**src/rtl/bcd_conv_sched_pkg.sv**
```systemverilog
// Shared constants and types for the time-shared BCD converter scheduler.
// FSM encoding, conversion ranges and the default year-requester mask.
package bcd_conv_sched_pkg;

   localparam logic [1:0] S_IDLE    = 2'd0;
   localparam logic [1:0] S_ISSUE   = 2'd1;
   localparam logic [1:0] S_CAPTURE = 2'd2;
   localparam logic [1:0] S_RESP    = 2'd3;

   localparam int YEAR_BASE = 2000;
   localparam int YEAR_MAX  = 3999;
   localparam int FIELD_MAX = 999;

   localparam logic [5:0] DEF_YEAR_MASK = 6'b100000;

   typedef struct packed {
      logic [3:0] thou;
      logic [3:0] hund;
      logic [3:0] tens;
      logic [3:0] ones;
   } bcd_t;

   function automatic logic in_range(input int v, input logic yr);
      if (yr)
         return (v >= YEAR_BASE) && (v <= YEAR_MAX);
      return (v >= 0) && (v <= FIELD_MAX);
   endfunction

endpackage

```
**src/rtl/bcd_conv_sched_if.sv**
```systemverilog
// Request/response and converter bundle between the field counters,
// the scheduler and the shared binary-to-BCD converter.
interface bcd_conv_sched_if #(
   parameter int NREQ = 6,
   parameter int W    = 12,
   parameter int IDW  = 3
);

   logic [NREQ-1:0]   req;
   logic [NREQ*W-1:0] req_val;
   logic [NREQ-1:0]   ack;
   logic [W-1:0]      conv_bin;
   logic [3:0]        conv_thou;
   logic [3:0]        conv_hund;
   logic [3:0]        conv_tens;
   logic [3:0]        conv_ones;
   logic [15:0]       bcd_out;
   logic [IDW-1:0]    out_id;
   logic              out_valid;
   logic              out_err;
   logic              busy;

   modport slave (
      input  req, req_val,
      input  conv_thou, conv_hund, conv_tens, conv_ones,
      output ack, conv_bin,
      output bcd_out, out_id, out_valid, out_err, busy
   );

   modport master (
      output req, req_val,
      output conv_thou, conv_hund, conv_tens, conv_ones,
      input  ack, conv_bin,
      input  bcd_out, out_id, out_valid, out_err, busy
   );

endinterface

```
**src/rtl/bcd_conv_sched_rr_arbiter.sv**
```systemverilog
// Rotating-priority picker: first request at or after i_ptr, wrapping.
// Purely combinational; the pointer lives in the parent.
module bcd_conv_sched_rr_arbiter #(
   parameter int NREQ = 6,
   parameter int IDW  = 3
) (
   input  logic [NREQ-1:0] i_req,
   input  logic [IDW-1:0]  i_ptr,
   output logic            o_any,
   output logic [NREQ-1:0] o_gnt,
   output logic [IDW-1:0]  o_idx
);

   localparam int IW = (NREQ > 1) ? $clog2(NREQ) : 1;

   // Scan from farthest to nearest so the nearest hit wins.
   always_comb begin
      int j;
      o_any = 1'b0;
      o_gnt = '0;
      o_idx = '0;
      j     = 0;
      for (int k = NREQ - 1; k >= 0; k--) begin
         j = int'(i_ptr) + k;
         if (j >= NREQ)
            j = j - NREQ;
         if (i_req[IW'(j)]) begin
            o_any           = 1'b1;
            o_gnt           = '0;
            o_gnt[IW'(j)]   = 1'b1;
            o_idx           = IDW'(j);
         end
      end
   end

endmodule

```
**src/rtl/bcd_conv_sched.sv**
```systemverilog
// Round-robin scheduler sharing one binary-to-BCD converter between
// the clock field counters, with range checking and +2000 field offset.
module bcd_conv_sched
   import bcd_conv_sched_pkg::*;
#(
   parameter int              NREQ      = 6,
   parameter int              W         = 12,
   parameter logic [NREQ-1:0] YEAR_MASK = NREQ'(DEF_YEAR_MASK),
   parameter int              IDW       = 3
) (
   input  logic              i_clk,
   input  logic              i_rst,
   bcd_conv_sched_if.slave   bus
);

   logic [1:0]      r_state;
   logic [IDW-1:0]  r_ptr;
   logic [IDW-1:0]  r_id;
   logic [W-1:0]    r_val;
   logic            r_year;
   logic            r_err;
   bcd_t            r_dig;
   logic [W-1:0]    r_conv_bin;
   logic [NREQ-1:0] r_ack;
   logic [15:0]     r_bcd_out;
   logic [IDW-1:0]  r_out_id;
   logic            r_valid;
   logic            r_out_err;

   logic            w_any;
   logic [NREQ-1:0] w_gnt;
   logic [IDW-1:0]  w_idx;
   logic [W-1:0]    w_sel;
   logic            w_year;
   logic            w_ok;

   bcd_conv_sched_rr_arbiter #(
      .NREQ (NREQ),
      .IDW  (IDW)
   ) u_arb (
      .i_req (bus.req),
      .i_ptr (r_ptr),
      .o_any (w_any),
      .o_gnt (w_gnt),
      .o_idx (w_idx)
   );

   // One-hot grant selects the value, so no index arithmetic is needed.
   always_comb begin
      w_sel = '0;
      for (int i = 0; i < NREQ; i++)
         if (w_gnt[i])
            w_sel = w_sel | bus.req_val[i*W +: W];
   end

   assign w_year = |(w_gnt & YEAR_MASK);
   assign w_ok   = in_range(int'(w_sel), w_year);

   always_ff @(posedge i_clk) begin
      if (i_rst) begin
         r_state    <= S_IDLE;
         r_ptr      <= '0;
         r_id       <= '0;
         r_val      <= '0;
         r_year     <= 1'b0;
         r_err      <= 1'b0;
         r_dig      <= '0;
         r_conv_bin <= W'(YEAR_BASE);
         r_ack      <= '0;
         r_bcd_out  <= '0;
         r_out_id   <= '0;
         r_valid    <= 1'b0;
         r_out_err  <= 1'b0;
      end else begin
         r_valid <= 1'b0;
         r_ack   <= '0;
         case (r_state)
            S_IDLE: begin
               if (w_any) begin
                  r_id    <= w_idx;
                  r_val   <= w_sel;
                  r_year  <= w_year;
                  r_err   <= !w_ok;
                  r_state <= S_ISSUE;
               end
            end
            S_ISSUE: begin
               r_conv_bin <= r_year ? r_val
                                    : r_val + W'(YEAR_BASE);
               r_state    <= S_CAPTURE;
            end
            S_CAPTURE: begin
               // Offset fields land in 2000..2999; drop the borrowed 2.
               r_dig.thou <= r_year ? bus.conv_thou : 4'd0;
               r_dig.hund <= bus.conv_hund;
               r_dig.tens <= bus.conv_tens;
               r_dig.ones <= bus.conv_ones;
               r_state    <= S_RESP;
            end
            S_RESP: begin
               r_bcd_out <= r_err ? 16'h0000 : r_dig;
               r_out_err <= r_err;
               r_out_id  <= r_id;
               r_valid   <= 1'b1;
               for (int i = 0; i < NREQ; i++)
                  r_ack[i] <= (r_id == IDW'(i));
               r_ptr     <= (int'(r_id) == NREQ - 1) ? '0
                                                      : r_id + 1'b1;
               r_state   <= S_IDLE;
            end
            default: r_state <= S_IDLE;
         endcase
      end
   end

   assign bus.ack       = r_ack;
   assign bus.conv_bin  = r_conv_bin;
   assign bus.bcd_out   = r_bcd_out;
   assign bus.out_id    = r_out_id;
   assign bus.out_valid = r_valid;
   assign bus.out_err   = r_out_err;
   assign bus.busy      = (r_state != S_IDLE);

endmodule

```
**src/flat_wrapper.sv**
```systemverilog
// flat-port wrapper written by rule: the top's interface ports become plain ports
module bcd_conv_sched_flat import bcd_conv_sched_pkg::*;
#(
   parameter int              NREQ      = 6,
   parameter int              W         = 12,
   parameter logic [NREQ-1:0] YEAR_MASK = NREQ'(DEF_YEAR_MASK),
   parameter int              IDW       = 3
)
  (i_clk, i_rst, bus_req, bus_req_val, bus_conv_thou, bus_conv_hund, bus_conv_tens, bus_conv_ones, bus_ack, bus_conv_bin, bus_bcd_out, bus_out_id, bus_out_valid, bus_out_err, bus_busy);
  bcd_conv_sched_if #(.NREQ(NREQ), .W(W), .IDW(IDW)) bus_i ();
  input  logic i_clk;
  input  logic i_rst;
  input wire logic [$bits(bus_i.req)-1:0] bus_req;
  input wire logic [$bits(bus_i.req_val)-1:0] bus_req_val;
  input wire logic [$bits(bus_i.conv_thou)-1:0] bus_conv_thou;
  input wire logic [$bits(bus_i.conv_hund)-1:0] bus_conv_hund;
  input wire logic [$bits(bus_i.conv_tens)-1:0] bus_conv_tens;
  input wire logic [$bits(bus_i.conv_ones)-1:0] bus_conv_ones;
  output wire logic [$bits(bus_i.ack)-1:0] bus_ack;
  output wire logic [$bits(bus_i.conv_bin)-1:0] bus_conv_bin;
  output wire logic [$bits(bus_i.bcd_out)-1:0] bus_bcd_out;
  output wire logic [$bits(bus_i.out_id)-1:0] bus_out_id;
  output wire logic [$bits(bus_i.out_valid)-1:0] bus_out_valid;
  output wire logic [$bits(bus_i.out_err)-1:0] bus_out_err;
  output wire logic [$bits(bus_i.busy)-1:0] bus_busy;
  assign bus_i.req = bus_req;
  assign bus_i.req_val = bus_req_val;
  assign bus_i.conv_thou = bus_conv_thou;
  assign bus_i.conv_hund = bus_conv_hund;
  assign bus_i.conv_tens = bus_conv_tens;
  assign bus_i.conv_ones = bus_conv_ones;
  assign bus_ack = bus_i.ack;
  assign bus_conv_bin = bus_i.conv_bin;
  assign bus_bcd_out = bus_i.bcd_out;
  assign bus_out_id = bus_i.out_id;
  assign bus_out_valid = bus_i.out_valid;
  assign bus_out_err = bus_i.out_err;
  assign bus_busy = bus_i.busy;
  bcd_conv_sched #(.NREQ(NREQ), .W(W), .YEAR_MASK(YEAR_MASK), .IDW(IDW)) u_core (.i_clk(i_clk), .i_rst(i_rst), .bus(bus_i));
endmodule
```
**config.mk**
```make
export PLATFORM = sky130hd
export DESIGN_NAME = bcd_conv_sched_flat
export DESIGN_NICKNAME = d
export VERILOG_FILES = /design/src/rtl/bcd_conv_sched_pkg.sv /design/src/rtl/bcd_conv_sched_if.sv /design/src/rtl/bcd_conv_sched_rr_arbiter.sv /design/src/rtl/bcd_conv_sched.sv /design/src/flat_wrapper.sv
export SDC_FILE = /design/constraint.sdc
export NUM_CORES = 1
export LEC_CHECK = 0
export CAP_MARGIN = 20
export CORE_MARGIN = 3
export CORE_UTILIZATION = 30
export CTS_CLUSTER_DIAMETER = 200
export DETAILED_ROUTE_END_ITERATION = 12
export GPL_TIMING_DRIVEN = 0
export PLACE_DENSITY = 0.56
export SYNTH_ARGS = -nofsm -noshare
export SYNTH_HDL_FRONTEND = slang
export SYNTH_SLANG_ARGS = --single-unit
```
**constraint.sdc**
```tcl
create_clock -name i_clk -period 5.2 [get_ports i_clk]
set_clock_uncertainty 0.15 [all_clocks]
set_input_delay 1.04 -clock i_clk [delete_from_list [all_inputs] [get_ports i_clk]]
set_output_delay 1.04 -clock i_clk [all_outputs]
set_load 0.005 [all_outputs]
```
==> results of run 1 <==
[through the flow]
stage | util, % | worst slack [ns] | TNS [ns] | total power [mW] | cell area (um2)
4_1_cts | 42.4 | 0.136 | 0 | 3.29 | 7110
3_3_place_gp | 40.6 | 0.0618 | 0 | 2.63 | 6810
3_5_place_dp | 40.6 | -0.00603 | -0.00603 | 2.65 | 6810
5_1_grt | 42.7 | 0.0166 | 0 | 3.55 | 7150
2_1_floorplan | - | 1.16 | 0 | 2.06 | 5190
6_report | 42.7 | 0.335 | 0 | 3.32 | 7150
[tightest hold or removal path, cell delays in order (launching register included)]
cell	delay [ns]
dfxtp_1	0.31
nand2b_1	0.06
a21oi_1	0.05
[final cells by class]
| cell class | count | area (um2) | share of cell area (%) |
|---|---|---|---|
| repair buffers | 136 | 1360 | 19.0 |
| flip-flops and latches | 77 | 1540 | 21.5 |
| inverters | 17 | 67.6 | 0.944 |
| plain buffers | 44 | 235 | 3.29 |
| well taps | 220 | 275 | 3.85 |
| clock inverters | 5 | 58.8 | 0.822 |
| clock buffers | 11 | 243 | 3.39 |
| multi-input cells | 494 | 3380 | 47.2 |
[Yosys cell counts (3+ instances only)]
| library cell | count | share of area, % |
|---|---|---|
| a31oi_1 | 5 | 0.60 |
| a21o_1 | 6 | 0.87 |
| a221o_1 | 7 | 1.3 |
| mux2_4 | 3 | 0.87 |
| inv_1 | 17 | 1.2 |
| a21oi_1 | 52 | 5.0 |
| o21ai_0 | 21 | 2.0 |
| nand4_1 | 5 | 0.60 |
| nand3b_1 | 3 | 0.43 |
| clkbuf_1 | 28 | 2.0 |
| buf_4 | 5 | 0.72 |
| nand2_1 | 35 | 2.5 |
| o21ai_1 | 3 | 0.29 |
| mux2_2 | 4 | 0.87 |
| a221oi_1 | 13 | 2.2 |
| nor3_1 | 12 | 1.2 |
| a22o_1 | 10 | 1.7 |
| xnor2_1 | 12 | 2.0 |
| nand2b_1 | 10 | 1.2 |
| and4_1 | 3 | 0.51 |
| nor4b_1 | 3 | 0.51 |
| o22ai_1 | 3 | 0.36 |
| and3_1 | 6 | 0.72 |
| o211ai_1 | 6 | 0.87 |
| a211oi_2 | 5 | 1.2 |
| a22oi_1 | 3 | 0.43 |
| xor2_1 | 5 | 0.84 |
| nor4_1 | 8 | 0.96 |
| buf_2 | 6 | 0.58 |
| nand3_1 | 25 | 2.4 |
| and2_1 | 6 | 0.72 |
| dfxtp_1 | 77 | 30 |
| or2_2 | 5 | 0.60 |
| buf_6 | 4 | 0.87 |
| a211oi_1 | 16 | 2.3 |
| a32o_1 | 3 | 0.58 |
| mux2i_1 | 31 | 6.0 |
| nor2_1 | 86 | 6.2 |
| nor2b_1 | 19 | 2.3 |
| ha_1 | 17 | 4.1 |
[routing by layer]
| metal | routed length, um | vias up | GRT usage [%] |
|---|---|---|---|
| met5 | 0 | - | 0 |
| met4 | 210 | 0 | 3.27 |
| met3 | 1370 | 17 | 5.37 |
| met2 | 8730 | 209 | 31.6 |
| met1 | 8640 | 2581 | 25.8 |
| li1 | - | 2612 | - |
[placed cells by master (no fill, tap or decap), types with 17 or more instances in the layout]
cell,count
clkdlybuf4s50_1,134
o21ai_0,21
dfxtp_1,77
nor2_1,86
nand2_1,35
a21oi_1,51
mux2i_1,30
nor2b_1,19
ha_1,17
nand3_1,25
clkbuf_1,29
[cell families (layout without fill, tap and decap cells)]
family | after synthesis | count (layout) | share of synthesized area [%]
flip-flops | 77 | 77 | 29.7
multiplexers | 39 | 39 | 8.14
adder cells (fa/ha/maj) | 17 | 17 | 4.10
AO/OA/AOI/OAI | 184 | 184 | 26.4
XOR/XNOR | 19 | 19 | 3.71
AND/OR/NAND/NOR | 235 | 235 | 22.3
buffers and inverters | 61 | 213 | 5.71
[report_power, final]
group,internal [mW],switching [mW]
sequential,0.708,0.0898
combinational,0.771,1.12
clock,0.385,0.241
total,1.86,1.45
[state kept, by name, summed over array words and instances (netlist names), 2 cells and up]
signal / flops
u_core.bus.out_id: 3
u_core.bus.bcd_out: 16
u_core.bus.ack: 6
u_core.r_val: 12
u_core.bus.conv_bin: 12
u_core.r_dig: 16
u_core.r_state: 2
u_core.r_id: 3
u_core.r_ptr: 3
[what timing repair did]
action | in CTS | in global routing
buffers inserted | 0 | 2
endpoints found under the setup margin | 0 | 10
hold buffers | 0 | 0
gates resized for setup | 0 | 6
[path summary, 6_finish.rpt]
kind / from / to / slack [ns]
setup / recovery: bus_req[3] / u_core.r_err$_SDFFE_PP0P_ / 0.34
hold / removal: u_core.r_dig[12]$_SDFFE_PP0P_ / u_core.r_dig[12]$_SDFFE_PP0P_ / 0.32
hold reg to reg: u_core.r_dig[12]$_SDFFE_PP0P_ / u_core.r_dig[12]$_SDFFE_PP0P_ / 0.32
setup reg to reg: u_core.r_ptr[0]$_SDFFE_PP0P_ / u_core.r_err$_SDFFE_PP0P_ / 0.34
==> flow_metrics.tcl, run 1 <==
set metrics [dict create \
    wl_per_cell_um 18.9 \
    insertedDiodeCount 0 \
    end_kind "register" \
    syn_nets 745 \
    n_fill_cell 1683 \
    async_flop_share_pct 0 \
    rows 47 \
    syn_inst 632 \
    grt_overflow 0 \
    start_util_pct 31.0 \
    cap_violations 0 \
    setup_viol_count_final 0 \
    worstMarginPinSlew_ns 0.983 \
    worstHoldPathCells 2 \
    fmax_mhz 206 \
    hpwl_um 14500 \
    path_delay_family "compound AO/OA/AOI/OAI gates" \
    pin_count 136 \
    critPathBufInv 2 \
    dp.cells 986 \
    vias_per_cell 5.40 \
    netlist_area_um2 5190 \
    port_buffers 134 \
    grt_use_total_pct 19.3 \
    synth_edf_count 0 \
    fin_cells 1004 \
    p_leak_nw 2.61 \
    avgSynthCellArea_um2 8.22 \
    power_density_nw_per_um2 464 \
    slew_viol_final 0 \
    die_area_um2 18900 \
    coreArea_um2 16800 \
    synth_flop_cell "dfxtp_1" \
    period_share_pct 93.6 \
    period_minus_slack_ns 4.86 \
    rsz0062_at_grt "false" \
    gp_congestion 0.942 \
    drtIter0Drc 380 \
    hold_path_class "reg -> reg" \
    synthToLayoutAreaGrowth_pct 37.7 \
    cts.sinks 77 \
    synth_cell_type_count 76 \
    slowest_delay_ns 0.57 \
    antenna_left 0 \
    cp.arrival_ns 4.91 \
    start_kind "input port" \
    ys_seq_area_share_pct 29.7 \
    yosys_warnings 0 \
    drt_pass1_iterations 6 \
    clock_latency_ns 0.33 \
    ir_drop_v 0.000211 \
    die_h_um 138 \
    design.final.nets 892 \
    grt_max_degree 14 \
    status "finished clean" \
    path_max_fanout 10 \
    layout-drive-gt1-share_pct 8.67 \
    clk_path_buf_depth 2 \
    r2r_cells 18 \
    clk_pin_slew_ns 0.06 \
    slowest_stage "clkdlybuf4s50_1" \
    cts_buffers 9 \
    drt_wl_total_um 18900 \
    path_depth 13 \
    first_global_vias 5235 \
    slew_headroom_pct 34.0 \
    drc 0 \
    cp.required_ns 5.25 \
    synth-seq-cells 77 \
    clockRootBuffer "clkbuf_16" \
    criticalPathCategory "in -> reg" \
    antenna_found_initial 0 \
    hold_viol_final 0 \
    grt_pass1_wl_um 28500 \
    worst_hold_slack_ns 0.322 \
    num_vias 5419 \
    cp_cell_sequence "clkdlybuf4s50_1 -> mux2_4 -> and2_1 -> a311oi_2 -> o21ai_1 -> a221oi_1 -> o22ai_1 -> buf_2 -> a221o_1 -> a211oi_2 -> nand2_1 -> nor4b_1 -> a211oi_1" \
    die_x_um 138 \
    cts_max_level 3 \
    cts_tree "done" \
]
No activity file was read; power rests on OpenSTA's default activity.
==> run 2, diff against run 1 <==
CORE_MARGIN = not set   (was 3)
==> flow_metrics.tcl, run 2 (synthesized netlist as in run 1, its figures left out) <==
set metrics [dict create \
    clockRootBuffer "clkbuf_16" \
    port_buffers 134 \
    wl_met1_um 8670 \
    die_x_um 134 \
    rsz0062_at_grt "false" \
    num_vias 5449 \
    design.final.nets 894 \
    grt_pass1_wl_um 29400 \
    power_mw 3.36 \
    cts_buffers 9 \
    r2r_slack_ns 0.28 \
    criticalPathCategory "reg -> reg" \
    layout-drive-gt1-share_pct 9.54 \
    cp.arrival_ns 5.01 \
    drt_wl_total_um 19000 \
    grt_use_total_pct 21.2 \
    wl_met2_um 8910 \
    wl_per_cell_um 18.9 \
    start_kind "register" \
    die_h_um 134 \
    drc 0 \
    r2r_start "u_core.r_ptr[0]$_SDFFE_PP0P_" \
    start_util_pct 31.0 \
    netSwitchingFraction_pct 43.9 \
    cts_max_level 3 \
    dp.cells 986 \
    fmax_mhz 203 \
    hold_path_class "reg -> reg" \
    coreArea_um2 16800 \
    grt_max_degree 14 \
    setup_tns_ns 0 \
    mostFrequentLayoutCell "clkdlybuf4s50_1" \
    status "finished clean" \
    top_layer_used "met4" \
    die_area_um2 17800 \
    synthToLayoutAreaGrowth_pct 38.8 \
    p_comb_share_pct 57.5 \
    clk_path_buf_depth 2 \
    cap_violations 0 \
    hold_viol_final 0 \
    rows 47 \
    p_sw_mw 1.48 \
    cts.sinks 77 \
    clock_latency_ns 0.33 \
    slew_viol_final 0 \
    slew_headroom_pct 36.0 \
    intPower_mw 1.89 \
    ir_drop_v 0.000181 \
    insertedDiodeCount 0 \
    vias_per_cell 5.42 \
    cts_tree "done" \
    fin_cells 1006 \
    clk_pin_slew_ns 0.06 \
    period_share_pct 94.6 \
    timing.rr.end "u_core.r_err$_SDFFE_PP0P_" \
    path_depth 17 \
    r2r_cells 17 \
    path_max_fanout 10 \
    critPathLaunch "u_core.r_ptr[0]$_SDFFE_PP0P_" \
    p_leak_nw 2.64 \
    critPathBufInv 6 \
    antenna_found_initial 0 \
    slowest_stage "or4_1" \
    power_density_nw_per_um2 467 \
    gp_congestion 0.921 \
    wl_met3_um 1160 \
    path_delay_family "compound AO/OA/AOI/OAI gates" \
    worstHoldStart "u_core.r_dig[13]$_SDFFE_PP0P_" \
    p_clk_share_pct 18.7 \
    antenna_left 0 \
    cp.required_ns 5.29 \
    pin_count 136 \
    drtIter0Drc 367 \
    setup_viol_count_final 0 \
    p_seq_share_pct 23.8 \
    cp_cell_sequence "buf_6 -> buf_4 -> inv_1 -> ha_1 -> buf_2 -> buf_2 -> nand2_1 -> o22a_1 -> a21oi_2 -> a31oi_1 -> o22ai_1 -> clkbuf_4 -> a221oi_1 -> o211a_1 -> or4_1 -> o22a_1 -> a211oi_1" \
    worstHoldPathCells 2 \
    end_kind "register" \
    crit_end "u_core.r_err$_SDFFE_PP0P_" \
    period_minus_slack_ns 4.92 \
    slowest_delay_ns 0.51 \
    final_cell_mix "134 x clkdlybuf4s50_1, 85 x nor2_1, 77 x dfxtp_1, 50 x a21oi_1, 35 x nand2_1" \
    grt_overflow 0 \
    first_global_vias 5438 \
    worstMarginPinSlew_ns 0.952 \
    hpwl_um 14600 \
    drt_pass1_iterations 5 \
]
==> run 2: timing repair <==
item / CTS / global route
setup buffers: 0 / 4
resized for setup: 0 / 15
endpoints found under the setup margin: 0 / 12
hold buffers: 0 / 0
==> run 2: worst min-delay path by stage <==
stage	endpoint	slack, ns
detailed placement	u_core.r_dig[13]$_SDFFE_PP0P_	0.31
floorplan	u_core.r_dig[15]$_SDFFE_PP0P_	0.30
global route	u_core.r_dig[12]$_SDFFE_PP0P_	0.35
finish	u_core.r_dig[13]$_SDFFE_PP0P_	0.32
global placement	u_core.r_dig[13]$_SDFFE_PP0P_	0.31
CTS	u_core.r_dig[13]$_SDFFE_PP0P_	0.32
==> run 2: metal layers <==
metal  vias up  track usage, %
met5         -               0
met4         0            5.37
met3        24            4.72
met2       180            35.8
met1      2630            27.2
li1       2615               -
==> run 2: layout make-up <==
class | instances | area [um2]
buffer | 44 | 241
clock buffer | 11 | 243
clock inverter | 5 | 60.1
fill | 1685 | 9550
inverter | 17 | 63.8
multi-input combinational | 494 | 3410
sequential | 77 | 1540
tap | 220 | 275
timing repair buffer | 138 | 1370
==> run 2: metrics by stage <==
| step | hold WS [ns] | instance area [um2] | worst slack, ns | utilization (%) |
|---|---|---|---|---|
| finish | 0.323 | 7210 | 0.281 | 43.0 |
| global placement | 0.310 | 6810 | 0.0237 | 40.6 |
| CTS | 0.325 | 7110 | 0.0643 | 42.4 |
| floorplan | 0.296 | 5190 | 1.16 | - |
| detailed placement | 0.310 | 6810 | 0.0190 | 40.6 |
| global route | 0.348 | 7210 | 0.00369 | 43.0 |
==> run 2: power groups by stage <==
| stage | clock [mW] | sequential (mW) | combinational (mW) |
|---|---|---|---|
| after floorplan | 0 | 0.790 | 1.27 |
| after global placement | 0 | 0.808 | 1.83 |
| after detailed placement | 0 | 0.812 | 1.85 |
| after CTS | 0.643 | 0.800 | 1.86 |
| after global routing | 0.671 | 0.816 | 2.11 |
| final | 0.630 | 0.799 | 1.93 |
==> run 2: tightest hold or removal path, cell delays in order, from the launching register on <==
cell and delay [ns]:
dfxtp_1 0.31, nand2b_1 0.06, a21oi_1 0.05
==> run 3, diff against run 2 <==
PLACE_DENSITY = 0.58   (was 0.56)
clock period = 4.4 ns   (was 5.2 ns; I/O delays follow)
==> flow_metrics.tcl, run 3 (synthesized netlist as in run 1, its figures left out) <==
set metrics [dict create \
    slowest_delay_ns 0.52 \
    drc 0 \
    cp.required_ns 4.50 \
    start_kind "input port" \
    fmax_mhz 233 \
    worstMarginPinSlew_ns 0.985 \
    die_area_um2 17800 \
    synthToLayoutAreaGrowth_pct 44.2 \
    cts.sinks 77 \
    clockRootBuffer "clkbuf_16" \
    rows 47 \
    pin_count 136 \
    crit_end "u_core.r_err$_SDFFE_PP0P_" \
    die_h_um 134 \
    gp_congestion 0.913 \
    grt_pass1_wl_um 27800 \
    critPathLaunch "bus_req[4]" \
    cts_max_level 3 \
    hold_buffers 0 \
    coreArea_um2 16800 \
    layout-drive-gt1-share_pct 14.7 \
    clk_pin_slew_ns 0.06 \
    period_share_pct 97.3 \
    grt_use_total_pct 20.0 \
    clk_path_buf_depth 2 \
    hold_path_class "reg -> reg" \
    final_cell_mix "130 x clkdlybuf4s50_1, 84 x nor2_1, 74 x dfxtp_1, 49 x a21oi_1, 35 x nand2_1" \
    fin_cells 1023 \
    r2r_start "u_core.r_ptr[0]$_SDFFE_PP0P_" \
    vias_per_cell 5.31 \
    criticalPathCategory "in -> reg" \
    end_kind "register" \
    period_minus_slack_ns 4.28 \
    start_util_pct 31.0 \
    slowest_stage "clkdlybuf4s50_1" \
    timing.rr.end "u_core.r_err$_SDFFE_PP0P_" \
    slew_viol_final 0 \
    cts_tree "done" \
    hpwl_um 13500 \
    status "finished clean" \
    grt_overflow 0 \
    hold_viol_final 0 \
    die_x_um 134 \
    grt_max_degree 14 \
    n_fill_cell 1671 \
    cp_cell_sequence "clkdlybuf4s50_1 -> mux2_4 -> mux2_2 -> a21o_1 -> buf_6 -> nor2_1 -> nand4_1 -> o22ai_2 -> buf_4 -> a221oi_1 -> and3_1 -> or4_1 -> o22a_1 -> a211oi_1" \
    dp.cells 986 \
    mostFrequentLayoutCell "clkdlybuf4s50_1" \
    drt_wl_total_um 18300 \
    r2r_cells 18 \
    first_global_vias 5131 \
    num_vias 5437 \
    power_mw 4.07 \
    cap_violations 0 \
    setup_tns_ns 0 \
    worst_hold_slack_ns 0.322 \
    insertedDiodeCount 0 \
    path_max_fanout 10 \
    port_buffers 134 \
    r2r_slack_ns 0.16 \
    power_density_nw_per_um2 544 \
    antenna_left 0 \
    utilization_pct 44.7 \
    slew_headroom_pct 33.8 \
    wl_per_cell_um 17.9 \
    cp.arrival_ns 4.39 \
    clock_latency_ns 0.34 \
    drtIter0Drc 332 \
    p_leak_nw 2.78 \
    drt_pass1_iterations 6 \
    setup_viol_count_final 0 \
    design.final.nets 911 \
    antenna_found_initial 0 \
    cts_buffers 9 \
    ir_drop_v 0.000207 \
]
==> run 3: cell types whose count changed in the layout (fill, tap and decap cells not counted), sizes merged <==
cell,before,now
clkinvlp,1,3
bufinv,1,0
inv,17,15
clkinv,3,5
clkbuf,42,38
dlymetal6s2s,0,4
buf,17,37
clkdlybuf4s50,134,130
==> run 3: area by class of cell <==
class                   count  area (um2)  share of cell area (%)
flip-flops and latches     77        1550                    20.7
multi-input cells         494        3550                    47.4
clock buffers              10         229                    3.06
well taps                 220         275                    3.68
inverters                  17        71.3                   0.952
clock inverters             6        40.0                   0.535
plain buffers              44         264                    3.53
repair buffers            155        1510                    20.2
==> run 3: how the worst min path moves through the flow <==
stage / end / depth (start not counted) / slack (ns) / startpoint
finish: u_core.bus.bcd_out[1]$_SDFFE_PP0P_ / 2 / 0.32 / u_core.bus.bcd_out[1]$_SDFFE_PP0P_
global route: u_core.bus.bcd_out[1]$_SDFFE_PP0P_ / 2 / 0.33 / u_core.bus.bcd_out[1]$_SDFFE_PP0P_
CTS: u_core.bus.bcd_out[1]$_SDFFE_PP0P_ / 2 / 0.32 / u_core.bus.bcd_out[1]$_SDFFE_PP0P_
detailed placement: u_core.r_dig[12]$_SDFFE_PP0P_ / 2 / 0.31 / u_core.r_dig[12]$_SDFFE_PP0P_
global placement: u_core.bus.bcd_out[1]$_SDFFE_PP0P_ / 2 / 0.31 / u_core.bus.bcd_out[1]$_SDFFE_PP0P_
floorplan: u_core.r_dig[15]$_SDFFE_PP0P_ / 2 / 0.30 / u_core.r_dig[15]$_SDFFE_PP0P_
==> run 3: routing by layer <==
layer / GRT usage, % / vias up / part of all wire (%)
li1: - / 2651 / -
met1: 26.7 / 2541 / 45
met2: 32.3 / 212 / 46
met3: 4.64 / 33 / 7.0
met4: 5.05 / 0 / 1.6
met5: 0 / - / 0
==> run 3: repair_timing <==
item,CTS,global route
pin swaps,5,14
resized for setup,21,39
setup endpoints to repair,15,15
buffers inserted,7,14
==> run 3: stage by stage <==
stage	instance area [um2]	setup slack, ns
2_1_floorplan	5190	0.363
3_5_place_dp	6810	-0.578
3_3_place_gp	6810	-0.586
5_1_grt	7490	-0.0394
6_report	7490	0.117
4_1_cts	7210	0.0215
==> run 3: report_power, final <==
| group | switching, mW | internal, mW |
|---|---|---|
| logic | 1.37 | 1.08 |
| registers | 0.109 | 0.839 |
| clock network | 0.294 | 0.380 |
==> run 3: worst max-delay path, delay by kind of cell <==
family | cells | cell delay (ns)
mux | 2 | 0.65
compound gates | 5 | 0.89
simple gates | 4 | 1.06
buf+inv | 3 | 0.91
==> variant 1: new RTL, settings of run 2 <==
`NREQ` is set to 6 in 4 places; all go to 7.
--- a/src/rtl/bcd_conv_sched_if.sv
+++ b/src/rtl/bcd_conv_sched_if.sv
@@ -1,7 +1,7 @@
 // Request/response and converter bundle between the field counters,
 // the scheduler and the shared binary-to-BCD converter.
 interface bcd_conv_sched_if #(
-   parameter int NREQ = 6,
+   parameter int NREQ = 7,
    parameter int W    = 12,
    parameter int IDW  = 3
 );
--- a/src/rtl/bcd_conv_sched_rr_arbiter.sv
+++ b/src/rtl/bcd_conv_sched_rr_arbiter.sv
@@ -1,7 +1,7 @@
 // Rotating-priority picker: first request at or after i_ptr, wrapping.
 // Purely combinational; the pointer lives in the parent.
 module bcd_conv_sched_rr_arbiter #(
-   parameter int NREQ = 6,
+   parameter int NREQ = 7,
    parameter int IDW  = 3
 ) (
    input  logic [NREQ-1:0] i_req,
--- a/src/rtl/bcd_conv_sched.sv
+++ b/src/rtl/bcd_conv_sched.sv
@@ -3,7 +3,7 @@
 module bcd_conv_sched
    import bcd_conv_sched_pkg::*;
 #(
-   parameter int              NREQ      = 6,
+   parameter int              NREQ      = 7,
    parameter int              W         = 12,
    parameter logic [NREQ-1:0] YEAR_MASK = NREQ'(DEF_YEAR_MASK),
    parameter int              IDW       = 3
--- a/src/flat_wrapper.sv
+++ b/src/flat_wrapper.sv
@@ -1,7 +1,7 @@
 // flat-port wrapper written by rule: the top's interface ports become plain ports
 module bcd_conv_sched_flat import bcd_conv_sched_pkg::*;
 #(
-   parameter int              NREQ      = 6,
+   parameter int              NREQ      = 7,
    parameter int              W         = 12,
    parameter logic [NREQ-1:0] YEAR_MASK = NREQ'(DEF_YEAR_MASK),
    parameter int              IDW       = 3
Interface: changed (resized bus_ack, bus_req and bus_req_val); port bits go from 136 to 150. The function was not compared with the original's and may differ.
==> variant 1 against run 2 <==
- setup slack lost 110 ps
- power grew 15%
- die area up 19%
- global-route usage increased by 0.52 points
- sequential cell count up 1
- routed wire length increased by 24%
- maximum frequency fell by 2.3%
- highest routed layer unchanged
- sequential power grew 2%
- clock power fell by 11%
- area after synthesis rose by 19%
- cell area grew 19%
- cell count grew 23%
- via count rose by 25%
==> variant 1: results (changes against run 2) <==
Cells and area
  – Layout cells sized above 1: 0.115 (+0.0198)
  – NumNets Final: 1087 (+22%)
  – Non-Filler Instances: 1233 (+23%)

Global route
  – Vias in the first global route: 6345 (+17%)
  – GR Util met1: 0.304 (+0.0320)
  – Largest net degree at the start of global routing: 12 (-2)
  – Total GRT Usage: 0.217 (+0.00520)
  – Global Route met3 Usage: 0.0263 (-0.0209)
  – Global-route wire length before repair: 36400 µm (+24%)

Hold path
  – Hold Path End: u_core.bus.bcd_out[9]
  – Hold Startpoint: u_core.bus.bcd_out[9]

Synthesis
  – Area contributors post-synth: dfxtp_1 25%, mux2i_1 6.5%, nor2_1 5.0%, a21oi_1 4.2%, ha_1 3.8%
  – Syn avg cell area: 7.80 µm² (-5.0%)
  – Register area share after synthesis: 0.253 (-0.0442)

Placed design
  – Placed Area: 0.00796 mm² (+17%)
  – IO Port Bufs: 144 (+7.5%)

Drt
  – Routed met3 length: 1200 µm (+3.1%)
  – M1 WL: 11200 µm (+29%)
  – Final WL: 23500 µm (+24%)
  – Drt initial violations: 544 (+48%)
  – Met2 wire length: 10500 µm (+18%)
  – Via count: 6804 (+25%)

Power and ir drop
  – Switch Pwr: 0.00175 W (+18%)
  – Maximum VDD drop: 0.188 mV (+4.2%)
  – Clock network power: 0.000562 W (-11%)
  – Leak pwr: 3.19 nW (+21%)

Status
  – Status: finished clean

Critical path
  – Setup slack, reg-to-reg: 170 ps (-110 ps)
  – CP peak stage delay: 600 ps (+90 ps)

CTS
  – Post-CTS setup buffer count: 4 (+4)

STA
  – Worst-margin pin slew: 659 ps (-293 ps)
==> variant 1: cell types whose count changed in the layout (fill, tap and decap cells not counted), sizes merged, moves of 8 or more <==
cell           change
mux2i              +9
clkdlybuf4s50     +10
buf               +18
and2               +8
nand2b            +15
nand2             +23
a22oi             +15
nand3b             +8
a211oi             -9
==> variant 1: critical path: cells and delay by family, from the launching register on <==
kind | cells | cell delay [ps]
AND/OR/NAND/NOR | 4 | 1570
buffers and inverters | 3 | 680
flip-flops | 1 | 440
AO/OA/AOI/OAI | 8 | 1760
adder cells (fa/ha/maj) | 1 | 310
==> variant 1: stage by stage <==
stage,worst slack [ps],setup TNS (ps),hold WS (ps),total power [W],util
CTS,3.03,0,319,0.00372,0.412
detailed placement,-683,-1240,309,0.00307,0.393
floorplan,514,0,296,0.00236,-
global route,-4.95,-4.95,350,0.00410,0.423
finish,168,0,319,0.00385,0.423
global placement,-725,-1650,306,0.00308,0.393
==> variant 1: layout make-up <==
cell class / instances / area (µm²)
inverters: 16 / 67.6
well taps: 270 / 338
flip-flops and latches: 78 / 1570
multi-input cells: 642 / 4480
fillers: 2111 / 11700
repair buffers: 156 / 1540
plain buffers: 55 / 287
clock buffers: 15 / 258
clock inverters: 1 / 5.00
==> variant 1: cells by family after synthesis <==
| group | count (synthesis) | synth area share |
|---|---|---|
| AND/OR/NAND/NOR | 321 | 0.272 |
| AO/OA/AOI/OAI | 242 | 0.285 |
| flip-flops | 78 | 0.253 |
| buffers and inverters | 72 | 0.0492 |
| multiplexers | 47 | 0.0812 |
| adder cells (fa/ha/maj) | 20 | 0.0417 |
| XOR/XNOR | 12 | 0.0182 |
==> variant 2: new RTL, settings of run 2 <==
Made on the original files. Make the reset (`i_rst`) asynchronous in one clocked block.
--- a/src/rtl/bcd_conv_sched.sv
+++ b/src/rtl/bcd_conv_sched.sv
@@ -56,7 +56,7 @@
    assign w_year = |(w_gnt & YEAR_MASK);
    assign w_ok   = in_range(int'(w_sel), w_year);
 
-   always_ff @(posedge i_clk) begin
+   always_ff @(posedge i_clk or posedge i_rst) begin
       if (i_rst) begin
          r_state    <= S_IDLE;
          r_ptr      <= '0;
Function: differs if i_rst is asserted again (counterexample within 4 cycles, from zero or initial values and one cycle with i_rst high); with i_rst held inactive, the same outputs for 10 cycles.
==> variant 2 against run 2 <==
- area after synthesis grew 5.3%
- first-iteration DRC count grew 60%
- setup slack improved by 370 ps
- die area grew 5.2%
- critical endpoint is now u_core.r_err
- sequential cell count is the same
- worst hold slack worse by 1.5 ps
- cell area up 2.9%
- routed wire length down 8.6%
- count of clock-buffer cells in the layout fell by 2
- core utilization fell by 1.6 points
- via count fell by 3.1%
- maximum frequency grew 8.1%
Power is not compared: it rests on default switching activity, and its combinational part moved more than twofold at a synthesized area within 25%.
==> variant 2: results (changes against run 2) <==
Status
  – Status: finished clean

Drt
  – Final WL: 17300 µm (-8.6%)
  – Drt initial violations: 589 (+60%)
  – Drt wl/cell: 17.6 µm (-6.8%)
  – Vias per cell: 5.35 (-1.3%)

Synthesis
  – Post-Synth Adder-Cell Area: 0.0389 (-0.00206)
  – Register area share after synthesis: 0.354 (+0.0569)
  – Area contributors post-synth: dfrtp_1 32%, mux2_2 6.8%, nand2_1 4.7%, o21ai_0 4.4%, ha_1 3.9%
  – Async SR Flop Fraction: 1.00 (+1.00)
  – Syn avg cell area: 9.01 µm² (+9.6%)
  – Synth Area in Compound Gates: 0.243 (-0.0210)
  – Post-synthesis mux area share: 0.0997 (+0.0183)
  – Netlist cell types: 84 (+11%)
  – Ys flop type: dfrtp_1
  – Synth top area share: 0.325 (+0.0281)
  – Syn Nets: 720 (-3.4%)
  – XOR/XNOR share of the synthesized area: 0.0316 (-0.00553)
  – Top post-synthesis cells by count: 71 x dfrtp_1, 68 x nand2_1, 48 x o21ai_0, 40 x a21oi_1, 39 x nor2_1

STA
  – Hold WS: 322 ps (-1.46 ps)
  – Relative slew margins: 0.508 (+0.148)

Critical path
  – Critical R2R Launch: u_core.r_ptr[1]
  – R2r worst-path depth: 16 (-1)
  – Crit-path max FO: 10 (unchanged)
  – Crit Reg-Reg Endpoint: u_core.r_err
  – CP Data Arrival Time: 4660 ps (-350 ps)
  – Setup slack, reg-to-reg: 650 ps (+370 ps)

CTS
  – Total CTS buffers: 9 (unchanged)
  – CTS clk-pin slew, worst paths: 70 ps
  – Clk_lat worst skew: 330 ps (about the same)
  – Root Buffer: clkbuf_16

Placed design
  – Placed Area: 0.00714 mm² (+4.8%)
  – Placer Congestion: 0.924 (+0.31%)
  – Post-Place Worst Slack: 294 ps (+275 ps)
  – Placed cell count: 972 (-1.4%)
  – Detailed Place HPWL: 13500 µm (-7.5%)
  – IO Port Bufs: 135 (+0.75%)

Global route
  – Global-route wire length before repair: 27100 µm (-7.9%)
  – Largest net degree at the start of global routing: 71 (+57)
  – Total GRT Usage: 0.187 (-0.0253)
  – Vias in the first global route: 5282 (-2.9%)

Cells and area
  – Layout cells sized above 1: 0.141 (+0.0457)
  – NumNets Final: 866 (-3.1%)
  – Diode count: 0 (unchanged)

Power and ir drop
  – Maximum VDD drop: 0.326 mV
  – Int Pwr: 0.00287 W
  – Leak pwr: 3.02 nW
  – Clock network power: 0.000594 W

Hold path
  – Depth of the worst hold-timing path: 2 (unchanged)
  – Hold Startpoint: u_core.r_dig[5]
  – Hold Path End: u_core.bus.bcd_out[5]
==> variant 2: cell types whose count changed in the layout (fill, tap and decap cells not counted), moves of 12 or more <==
cell	before	now
nor2b_1	19	4
a22oi_1	3	15
nand2_1	35	68
dfrtp_1	0	71
clkbuf_1	28	15
mux2i_1	30	10
mux2_2	4	33
nor2_1	85	39
dfxtp_1	77	0
o21ai_0	21	48
inv_1	17	31
==> variant 2: how the worst max path moves through the flow <==
stage,start,end,slack [ps],cells after the start
final,u_core.r_ptr[1],u_core.r_err,650,16
after global routing,u_core.r_ptr[1],u_core.r_err,340,16
after CTS,u_core.r_ptr[2],u_core.r_err,260,14
after detailed placement,u_core.r_ptr[2],u_core.r_err,290,14
after global placement,u_core.r_ptr[2],u_core.r_err,400,14
after floorplan,u_core.r_ptr[2],u_core.r_err,1340,16
==> variant 2: worst max-delay path, cell delays in order, from the launching register on <==
cell and delay [ps]:
dfrtp_1 570, inv_1 260, ha_1 450, buf_2 280, buf_2 300, buf_2 260, nand3_1 110, o21ai_0 130
nand2_1 90, nor4_1 280, a221oi_2 110, o21bai_1 610, a22oi_1 150, nand3_1 240, o211ai_1 140, o221ai_1 200
o2bb2ai_1 140
==> variant 2: cell type report <==
class / count / area (µm²)
plain buffers: 36 / 228
clock buffers: 9 / 225
clock inverters: 7 / 57.6
fillers: 1764 / 10500
inverters: 34 / 130
multi-input cells: 459 / 3180
flip-flops and latches: 77 / 1930
well taps: 229 / 287
repair buffers: 136 / 1380
==> variant 2: layer usage <==
| layer | global-route usage | routed length, µm |
|---|---|---|
| met1 | 0.236 | 7530 |
| met2 | 0.311 | 8310 |
| met4 | 0.0714 | 448 |
| met3 | 0.0385 | 1050 |
| met5 | 0 | 0 |
